==> config.mk <==
export PLATFORM = sky130hd
export DESIGN_NAME = uart_avalon_driver
export DESIGN_NICKNAME = d
export VERILOG_FILES = /design/src/rtl/uart_avalon_driver.sv
export SDC_FILE = /design/constraint.sdc
export NUM_CORES = 1
export LEC_CHECK = 0
export BUFFER_PORTS_ARGS = -buffer_cell sky130_fd_sc_hd__buf_2
export CAP_MARGIN = 10
export CORE_MARGIN = 5
export CORE_UTILIZATION = 35
export DETAILED_ROUTE_END_ITERATION = 16
export GPL_TIMING_DRIVEN = 0
export PLACE_DENSITY = 0.67
export SLEW_MARGIN = 20
export SYNTH_ARGS = -nofsm -noshare
export SYNTH_HDL_FRONTEND = slang
export SYNTH_SLANG_ARGS = --single-unit
==> constraint.sdc <==
create_clock -name clk_clk -period 2.7 [get_ports clk_clk]
set_clock_uncertainty 0.1 [all_clocks]
set_input_delay 0.54 -clock clk_clk [delete_from_list [all_inputs] [get_ports clk_clk]]
set_output_delay 0.54 -clock clk_clk [all_outputs]
set_load 0.05 [all_outputs]
==> src/rtl/uart_avalon_driver.sv <==
// Avalon-MM master for the RS232 core: pushes a TX byte stream into the DATA register,
// polls DATA for received bytes, and caches the core's TX space from CONTROL.
module uart_avalon_driver #(
  parameter int unsigned POLL_INTERVAL = 16,
  parameter int unsigned PCW           = 8
) (
  input  logic        clk_clk,
  input  logic        reset_reset_n,
  output logic        av_address,
  output logic        av_chipselect,
  output logic [3:0]  av_byteenable,
  output logic        av_read,
  output logic        av_write,
  output logic [31:0] av_writedata,
  input  logic [31:0] av_readdata,
  input  logic [7:0]  tx_data,
  input  logic        tx_valid,
  output logic        tx_ready,
  output logic [7:0]  rx_data,
  output logic        rx_valid,
  input  logic        rx_ready
);

  typedef enum logic [2:0] {
    S_INIT, S_IDLE, S_TXW, S_CRD, S_CCAP, S_DRD, S_DCAP
  } state_e;

  localparam logic TURN_TX = 1'b0;

  state_e          state_q, state_d;
  logic            turn_q, turn_d;
  logic [15:0]     wspace_q, wspace_d;
  logic [PCW-1:0]  tx_wait_q, tx_wait_d;
  logic [PCW-1:0]  rx_wait_q, rx_wait_d;
  logic [7:0]      rx_data_q, rx_data_d;
  logic            rx_valid_q, rx_valid_d;
  logic            av_address_q, av_address_d;
  logic            av_chipselect_q, av_chipselect_d;
  logic [3:0]      av_byteenable_q, av_byteenable_d;
  logic            av_read_q, av_read_d;
  logic            av_write_q, av_write_d;
  logic [31:0]     av_writedata_q, av_writedata_d;
  logic            tx_ready_q, tx_ready_d;
  logic            tx_elig, rx_elig;
  logic [6:0]      unused_rd_bits;

  assign unused_rd_bits = av_readdata[14:8];

  // State register
  always_ff @(posedge clk_clk) begin
    if (!reset_reset_n) state_q <= S_INIT;
    else                state_q <= state_d;
  end

  // Next state and TX/RX arbitration; the init write is issued once, then idle
  always_comb begin
    state_d = state_q;
    turn_d  = turn_q;
    tx_elig = tx_valid && (tx_wait_q == '0);
    rx_elig = !rx_valid_q && (rx_wait_q == '0);
    case (state_q)
      S_INIT: if (av_write_q) state_d = S_IDLE;
      S_IDLE: begin
        if (tx_elig && ((turn_q == TURN_TX) || !rx_elig)) begin
          state_d = (wspace_q != 16'h0) ? S_TXW : S_CRD;
          turn_d  = ~turn_q;
        end else if (rx_elig) begin
          state_d = S_DRD;
          turn_d  = ~turn_q;
        end
      end
      S_TXW:   state_d = S_IDLE;
      S_CRD:   state_d = S_CCAP;
      S_CCAP:  state_d = S_IDLE;
      S_DRD:   state_d = S_DCAP;
      S_DCAP:  state_d = S_IDLE;
      default: state_d = S_INIT;
    endcase
  end

  // Bus outputs decoded from the state being entered, so they register in step with it
  always_comb begin
    av_address_d   = 1'b0;
    av_read_d      = 1'b0;
    av_write_d     = 1'b0;
    av_writedata_d = 32'h0;
    tx_ready_d     = 1'b0;
    case (state_d)
      S_INIT: begin
        av_write_d   = 1'b1;
        av_address_d = 1'b1;
      end
      S_TXW: begin
        av_write_d     = 1'b1;
        av_writedata_d = {24'h0, tx_data};
        tx_ready_d     = 1'b1;
      end
      S_CRD: begin
        av_read_d    = 1'b1;
        av_address_d = 1'b1;
      end
      S_DRD:   av_read_d = 1'b1;
      default: ;
    endcase
    av_chipselect_d = av_read_d | av_write_d;
    av_byteenable_d = av_chipselect_d ? 4'hF : 4'h0;
  end

  // Space cache, poll back-off counters and the one-byte RX skid
  always_comb begin
    wspace_d   = wspace_q;
    tx_wait_d  = (tx_wait_q != '0) ? tx_wait_q - PCW'(1) : '0;
    rx_wait_d  = (rx_wait_q != '0) ? rx_wait_q - PCW'(1) : '0;
    rx_data_d  = rx_data_q;
    rx_valid_d = rx_valid_q && !rx_ready;
    case (state_q)
      S_TXW: if (wspace_q != 16'h0) wspace_d = wspace_q - 16'd1;
      S_CCAP: begin
        wspace_d = av_readdata[31:16];
        if (av_readdata[31:16] == 16'h0) tx_wait_d = PCW'(POLL_INTERVAL);
      end
      S_DCAP: begin
        if (av_readdata[15]) begin
          rx_data_d  = av_readdata[7:0];
          rx_valid_d = 1'b1;
        end else begin
          rx_wait_d = PCW'(POLL_INTERVAL);
        end
      end
      default: ;
    endcase
  end

  always_ff @(posedge clk_clk) begin
    if (!reset_reset_n) begin
      turn_q          <= TURN_TX;
      wspace_q        <= 16'h0;
      tx_wait_q       <= '0;
      rx_wait_q       <= '0;
      rx_data_q       <= 8'h0;
      rx_valid_q      <= 1'b0;
      av_address_q    <= 1'b0;
      av_chipselect_q <= 1'b0;
      av_byteenable_q <= 4'h0;
      av_read_q       <= 1'b0;
      av_write_q      <= 1'b0;
      av_writedata_q  <= 32'h0;
      tx_ready_q      <= 1'b0;
    end else begin
      turn_q          <= turn_d;
      wspace_q        <= wspace_d;
      tx_wait_q       <= tx_wait_d;
      rx_wait_q       <= rx_wait_d;
      rx_data_q       <= rx_data_d;
      rx_valid_q      <= rx_valid_d;
      av_address_q    <= av_address_d;
      av_chipselect_q <= av_chipselect_d;
      av_byteenable_q <= av_byteenable_d;
      av_read_q       <= av_read_d;
      av_write_q      <= av_write_d;
      av_writedata_q  <= av_writedata_d;
      tx_ready_q      <= tx_ready_d;
    end
  end

  assign av_address    = av_address_q;
  assign av_chipselect = av_chipselect_q;
  assign av_byteenable = av_byteenable_q;
  assign av_read       = av_read_q;
  assign av_write      = av_write_q;
  assign av_writedata  = av_writedata_q;
  assign tx_ready      = tx_ready_q;
  assign rx_data       = rx_data_q;
  assign rx_valid      = rx_valid_q;

endmodule
==> flow_summary.ini, run 1 <==
[critical_path]
crit_required_ns = 2.88
cpMaxStageDelayCell = nor3b_1
rr_worst_depth = 9
cp.arrival_ns = 2.67
start_kind = register
r2r_slack_ns = 0.21
crit_chain = inv_1 > ha_1 > nor3b_1 > and2_1 > buf_2 > a31oi_1 > clkbuf_1 > a211oi_1 > o21a_1
crit_buf_inv = 3
r2r-end = wspace_q[4]$_SDFFE_PN0P_
worst_setup_path_end_kind = register
cp_top_family = simple AND/OR/NAND/NOR gates
crit_type = reg -> reg
reg2reg_from = wspace_q[0]$_SDFFE_PN0P_
slowest_delay_ns = 0.47
path_max_fanout = 10

[cells_and_area]
layout_common_cells = buf_2 (63), dfxtp_1 (58), nand2_1 (38)
nets = 486
area_growth_pct = 25.2
n_antenna_cell = 0
drive_gt1_share_pct = 28.3
fin_area_um2 = 3660
final_util_pct = 44.8
mostFrequentLayoutCell = buf_2

[sta]
final.period_utilization_pct = 92.2
tightest_slew_ns = 0.965
drv_slew = 0
setup-violations-final = 0
layout_min_cycle_time_ns = 2.49
fmax_mhz = 402
timing.hold.ws_ns = 0.297
rsz0062_at_grt = no
fin_setup_tns_ns = 0
slew_headroom_pct = 35.2
timing_hold_violations_final = 0

[clocking]
clockRootBuffer = clkbuf_8
cts_tree = built
clockBufferDepth = 2
clock_latency_ns = 0.33
cts_buffers = 9
htree_levels = 3
clkSlewWorstSetupHoldPaths_ns = 0.08
post_cts_buffers = 0
cts_num_sinks = 58

[min_path]
min_path_cells = 2
hold_class = in -> reg
worstHoldStart = tx_data[3]
hold_end = av_writedata[3]$_SDFF_PN0_

[power_and_ir_drop]
power_density_nw_per_um2 = 947
p_comb_share_pct = 43.5
p_int_mw = 2.02
seqPwrFrac_pct = 33.2
p_switching_mw = 1.44
finalPower_mw = 3.47
ir_drop_uv = 333
pwr-share-clk_pct = 23.2
p_leak_nw = 1.59
p_sw_share_pct = 41.7

[die]
num_rows = 33
die_x_um = 101
core_area_um2 = 8180
num_io_pins = 94
die_area_um2 = 10300
start_util_pct = 35.8
die_h_um = 101

[logic_synthesis]
ys_seq_area_share_pct = 39.7
ys_ff_latch = 58
netlist_area_um2 = 2930
synth_area_per_cell_um2 = 8.58
yosysUniqueCellTypes = 63
synth_edf_count = 0
yosys_warnings = 0
netlist_instances = 341
async_flop_share_pct = 0
ys_dominant_reg_cell = dfxtp_1

[grt]
grt_overflow = 0
use_met3_pct = 5.37
met2_usage_pct = 23.7
grt_usage_pct = 14.0
grt.busiest_layer = met2
grt_pass1_vias = 2531
grt_pass1_wl_mm = 11.6
grt_use_met1_pct = 16.4
grt_antenna_before_repair = 0
grt_max_degree = 13

[placed_design]
placed_area_um2 = 3450
globalplace.congestion = 0.887
dpl.hpwl_mm = 5.34
port_buffers = 62

[routing]
via_count = 2665
wirelength_mm = 7.10
drtAntennaViolNets = 0
viasPerCell = 4.87
first_iter_violations = 146
drc = 0
drt_first_pass_iters = 4
wl_per_cell_um = 13.0

[run_status]
outcome = finished, final reports clean

[job]
maxCapViolCount = 0
==> cell type report <==
| cell class | instances | area (µm²) |
|---|---|---|
| fillers | 814 | 4510 |
| clock inverters | 7 | 78.8 |
| repair buffers | 62 | 310 |
| multi-input cells | 256 | 1550 |
| clock buffers | 9 | 124 |
| flip-flops and latches | 58 | 1160 |
| plain buffers | 38 | 264 |
| inverters | 12 | 45.0 |
| well taps | 105 | 131 |
==> kinds of logic (layout without fill, tap and decap cells) <==
kind of cell    after synthesis  in the layout  share of synthesized area (%)
other cells                   1             24                          0.128
buf+inv                      50            128                           10.6
compound gates               73             73                           17.5
simple gates                139            139                           25.4
mux                           2              2                          0.727
xor+xnor                     13             13                           3.89
flops                        58             58                           39.7
fa+ha+maj                     5              5                           2.14
==> power by group through the flow <==
| stage | Sequential (mW) | Combinational [mW] | Clock [mW] |
|---|---|---|---|
| 6_report | 1.15 | 1.51 | 0.805 |
| 5_1_grt | 1.17 | 1.66 | 0.871 |
| 3_3_place_gp | 1.16 | 1.46 | 0 |
| 3_5_place_dp | 1.17 | 1.50 | 0 |
| 4_1_cts | 1.15 | 1.50 | 0.833 |
| 2_1_floorplan | 1.23 | 1.15 | 0 |
==> registers in the layout (all words and copies together), names as in the netlist, 3 cells and up <==
signal	cells
av_writedata	8
rx_data	8
rx_wait_q	8
tx_wait_q	8
state_q	3
wspace_q	16
==> through the flow <==
stage	cells	setup slack, ns
floorplan	364	0.609
global placement	531	0.295
detailed placement	531	0.285
CTS	547	0.244
global route	547	0.0132
finish	547	0.212
==> what timing repair did <==
item                                   4_1_cts  5_1_grt
setup endpoints to repair                    0        2
endpoints found under the hold margin        0        0
hold buffers                                 0        0
resized for setup                            0        1
==> Yosys cell counts (3+ instances only) <==
master	instances	area, µm²
dfxtp_1	58	1160
nand2_1	38	143
nor2_1	31	116
buf_4	30	225
a21oi_1	24	120
nor3_1	14	70.1
inv_1	11	41.3
and2_1	10	62.6
nor4_1	9	56.3
a31oi_1	8	50.1
xnor2_1	8	70.1
nand3_1	7	35.0
o21ai_0	7	35.0
clkbuf_1	6	22.5
ha_1	5	62.6
nand2b_1	5	31.3
xor2_1	5	43.8
o21a_1	4	30.0
a22oi_1	3	22.5
a32oi_1	3	26.3
and3_1	3	18.8
o211ai_1	3	22.5
o22ai_1	3	18.8
==> layer usage <==
| metal | vias to the layer above | routed length, µm |
|---|---|---|
| met4 | 0 | 25 |
| met5 | - | 0 |
| li1 | 1350 | - |
| met2 | 73 | 3600 |
| met1 | 1240 | 3060 |
| met3 | 2 | 411 |
==> worst register-to-register path: cells and delay by family (launching register included) <==
kind                     cells  cell delay (ns)
adder cells (fa/ha/maj)      1             0.19
AO/OA/AOI/OAI                3             0.58
AND/OR/NAND/NOR              2             0.66
flip-flops                   1             0.34
buffers and inverters        3             0.56
==> worst max-delay path by stage <==
stage                     cells after the start                      from  slack (ns)                       end
final                                         9  wspace_q[0]$_SDFFE_PN0P_        0.21  wspace_q[4]$_SDFFE_PN0P_
after global routing                          9  wspace_q[0]$_SDFFE_PN0P_        0.01  wspace_q[2]$_SDFFE_PN0P_
after CTS                                     9  wspace_q[0]$_SDFFE_PN0P_        0.24  wspace_q[4]$_SDFFE_PN0P_
after detailed placement                      7  wspace_q[0]$_SDFFE_PN0P_        0.28  wspace_q[2]$_SDFFE_PN0P_
after global placement                        9  wspace_q[0]$_SDFFE_PN0P_        0.29  wspace_q[4]$_SDFFE_PN0P_
after floorplan                               9  wspace_q[0]$_SDFFE_PN0P_        0.61  wspace_q[4]$_SDFFE_PN0P_
No activity file was read; power rests on OpenSTA's default activity.
==> inputs of run 2 (changes only) <==
--- a/config.mk
+++ b/config.mk
@@ -5,13 +5,13 @@
 export SDC_FILE = /design/constraint.sdc
 export NUM_CORES = 1
 export LEC_CHECK = 0
-export BUFFER_PORTS_ARGS = -buffer_cell sky130_fd_sc_hd__buf_2
 export CAP_MARGIN = 10
 export CORE_MARGIN = 5
 export CORE_UTILIZATION = 35
 export DETAILED_ROUTE_END_ITERATION = 16
+export DONT_BUFFER_PORTS = 1
 export GPL_TIMING_DRIVEN = 0
-export PLACE_DENSITY = 0.67
+export PLACE_DENSITY = 0.57
 export SLEW_MARGIN = 20
 export SYNTH_ARGS = -nofsm -noshare
 export SYNTH_HDL_FRONTEND = slang
==> constraint.sdc (replaced) <==
create_clock -name clk_clk -period 3.1 [get_ports clk_clk]
set_clock_uncertainty 0.1 [all_clocks]
set_input_delay 0.62 -clock clk_clk [delete_from_list [all_inputs] [get_ports clk_clk]]
set_output_delay 0.62 -clock clk_clk [all_outputs]
set_load 0.05 [all_outputs]
==> run 2 against run 1 <==
  * Total power decreased by 12%
  * Combinational power decreased by 23%
  * Sequential cell count unchanged
  * Non-clock buffer count decreased by 62
  * Critical endpoint unchanged
  * Largest cell class unchanged
==> flow_summary.ini, run 2 (synthesis results as in run 1) <==
[run_status]
outcome = finished, final reports clean

[power_and_ir_drop]
p_leak_nw = 1.31
ir_drop_uv = 231
power_density_nw_per_um2 = 902

[critical_path]
r2r-end = wspace_q[4]$_SDFFE_PN0P_
cp_top_family = simple AND/OR/NAND/NOR gates
worst_setup_path_end_kind = register
crit_required_ns = 3.28
crit_type = reg -> reg
crit_chain = inv_1 > ha_1 > nor3b_1 > and2_1 > buf_2 > a31oi_1 > clkbuf_1 > a211oi_1 > o21a_1
rr_worst_depth = 9
slowest_delay_ns = 0.44
r2r_slack_ns = 0.58
crit_buf_inv = 3
cp.arrival_ns = 2.70
reg2reg_from = wspace_q[0]$_SDFFE_PN0P_
cpMaxStageDelayCell = nor3b_1
start_kind = register
path_max_fanout = 10

[clocking]
cts_tree = built
clockRootBuffer = clkbuf_8
post_cts_resize_count = 0
cts_buffers = 9
cts_num_sinks = 58
htree_levels = 3
clock_latency_ns = 0.34
clkSlewWorstSetupHoldPaths_ns = 0.07
post_cts_buffers = 0
cts_hold_buf = 0
clockBufferDepth = 2

[cells_and_area]
layout_common_cells = dfxtp_1 (58), nand2_1 (38), nor2_1 (31)
mostFrequentLayoutCell = dfxtp_1
n_antenna_cell = 0
drive_gt1_share_pct = 16.6
area_growth_pct = 15.3
largest_reg_flops = 16
n_fill_cell = 877
nets = 424
top_register = wspace_q

[die]
die_h_um = 101
num_rows = 33
die_x_um = 101
die_area_um2 = 10300
start_util_pct = 35.8
num_io_pins = 94
core_area_um2 = 8180

[routing]
first_iter_violations = 114
viasPerCell = 5.06
via_count = 2453
wl_per_cell_um = 14.8
drt_first_pass_iters = 4
wirelength_mm = 7.18
drc = 0
drtAntennaViolNets = 0

[grt]
grt_pass1_wl_mm = 11.5
grt_overflow = 0
grt_max_degree = 13
grt_pass1_vias = 2369
grt_usage_pct = 14.3
grt_antenna_before_repair = 1

[job]
maxCapViolCount = 0

[sta]
slew_headroom_pct = 43.6
timing.hold.ws_ns = 0.295
layout_min_cycle_time_ns = 2.52
final.period_utilization_pct = 81.2
drv_slew = 0
tightest_slew_ns = 0.845
setup-violations-final = 0
rsz0062_at_grt = no
timing_hold_violations_final = 0
fmax_mhz = 397
fin_setup_tns_ns = 0

[placed_design]
dpl.hpwl_mm = 5.36
globalplace.congestion = 0.797
port_buffers = 0

[min_path]
min_path_cells = 1
hold_class = in -> reg
worstHoldStart = tx_data[3]
hold_end = av_writedata[3]$_SDFF_PN0_
==> run 2: layout make-up <==
| class | instances | area [µm²] | share of cell area, % |
|---|---|---|---|
| buffer | 38 | 264 | 7.83 |
| clock buffer | 9 | 124 | 3.67 |
| clock inverter | 7 | 101 | 3.00 |
| inverter | 12 | 45.0 | 1.34 |
| multi-input combinational | 256 | 1550 | 45.8 |
| sequential | 58 | 1160 | 34.4 |
| tap | 105 | 131 | 3.89 |
==> run 2: worst max-delay path by stage <==
stage                                         from                        to  depth (start not counted)
final                     wspace_q[0]$_SDFFE_PN0P_  wspace_q[4]$_SDFFE_PN0P_                          9
after detailed placement  wspace_q[0]$_SDFFE_PN0P_  wspace_q[2]$_SDFFE_PN0P_                          9
after global routing      wspace_q[0]$_SDFFE_PN0P_  wspace_q[4]$_SDFFE_PN0P_                          9
after CTS                 wspace_q[0]$_SDFFE_PN0P_  wspace_q[4]$_SDFFE_PN0P_                          9
after global placement    wspace_q[0]$_SDFFE_PN0P_  wspace_q[2]$_SDFFE_PN0P_                          9
after floorplan           wspace_q[0]$_SDFFE_PN0P_  wspace_q[4]$_SDFFE_PN0P_                          9
==> run 2: power by group <==
group	switching, mW	leakage, nW	internal (mW)
Sequential	0.208	0.472	0.876
Clock	0.332	0.106	0.457
Combinational	0.707	0.736	0.464
==> run 2: stage by stage <==
stage / setup slack, ns / std cells / area, µm² / power, mW / util, %
2_1_floorplan: 1.01 / 364 / 3010 / 2.07 / -
5_1_grt: 0.371 / 485 / 3370 / 3.25 / 41.3
4_1_cts: 0.588 / 485 / 3370 / 3.07 / 41.2
3_3_place_gp: 0.643 / 469 / 3140 / 2.25 / 38.4
6_report: 0.582 / 485 / 3370 / 3.04 / 41.3
3_5_place_dp: 0.645 / 469 / 3140 / 2.27 / 38.4
==> run 2: routing by layer <==
| metal | up-vias | global-route usage (%) | part of all wire, % | wire [µm] |
|---|---|---|---|---|
| li1 | 1226 | - | - | - |
| met1 | 1147 | 16.6 | 41 | 2940 |
| met2 | 60 | 22.3 | 49 | 3500 |
| met3 | 18 | 5.99 | 8.0 | 578 |
| met4 | 2 | 8.08 | 2.1 | 149 |
| met5 | - | 0 | 0.18 | 13 |
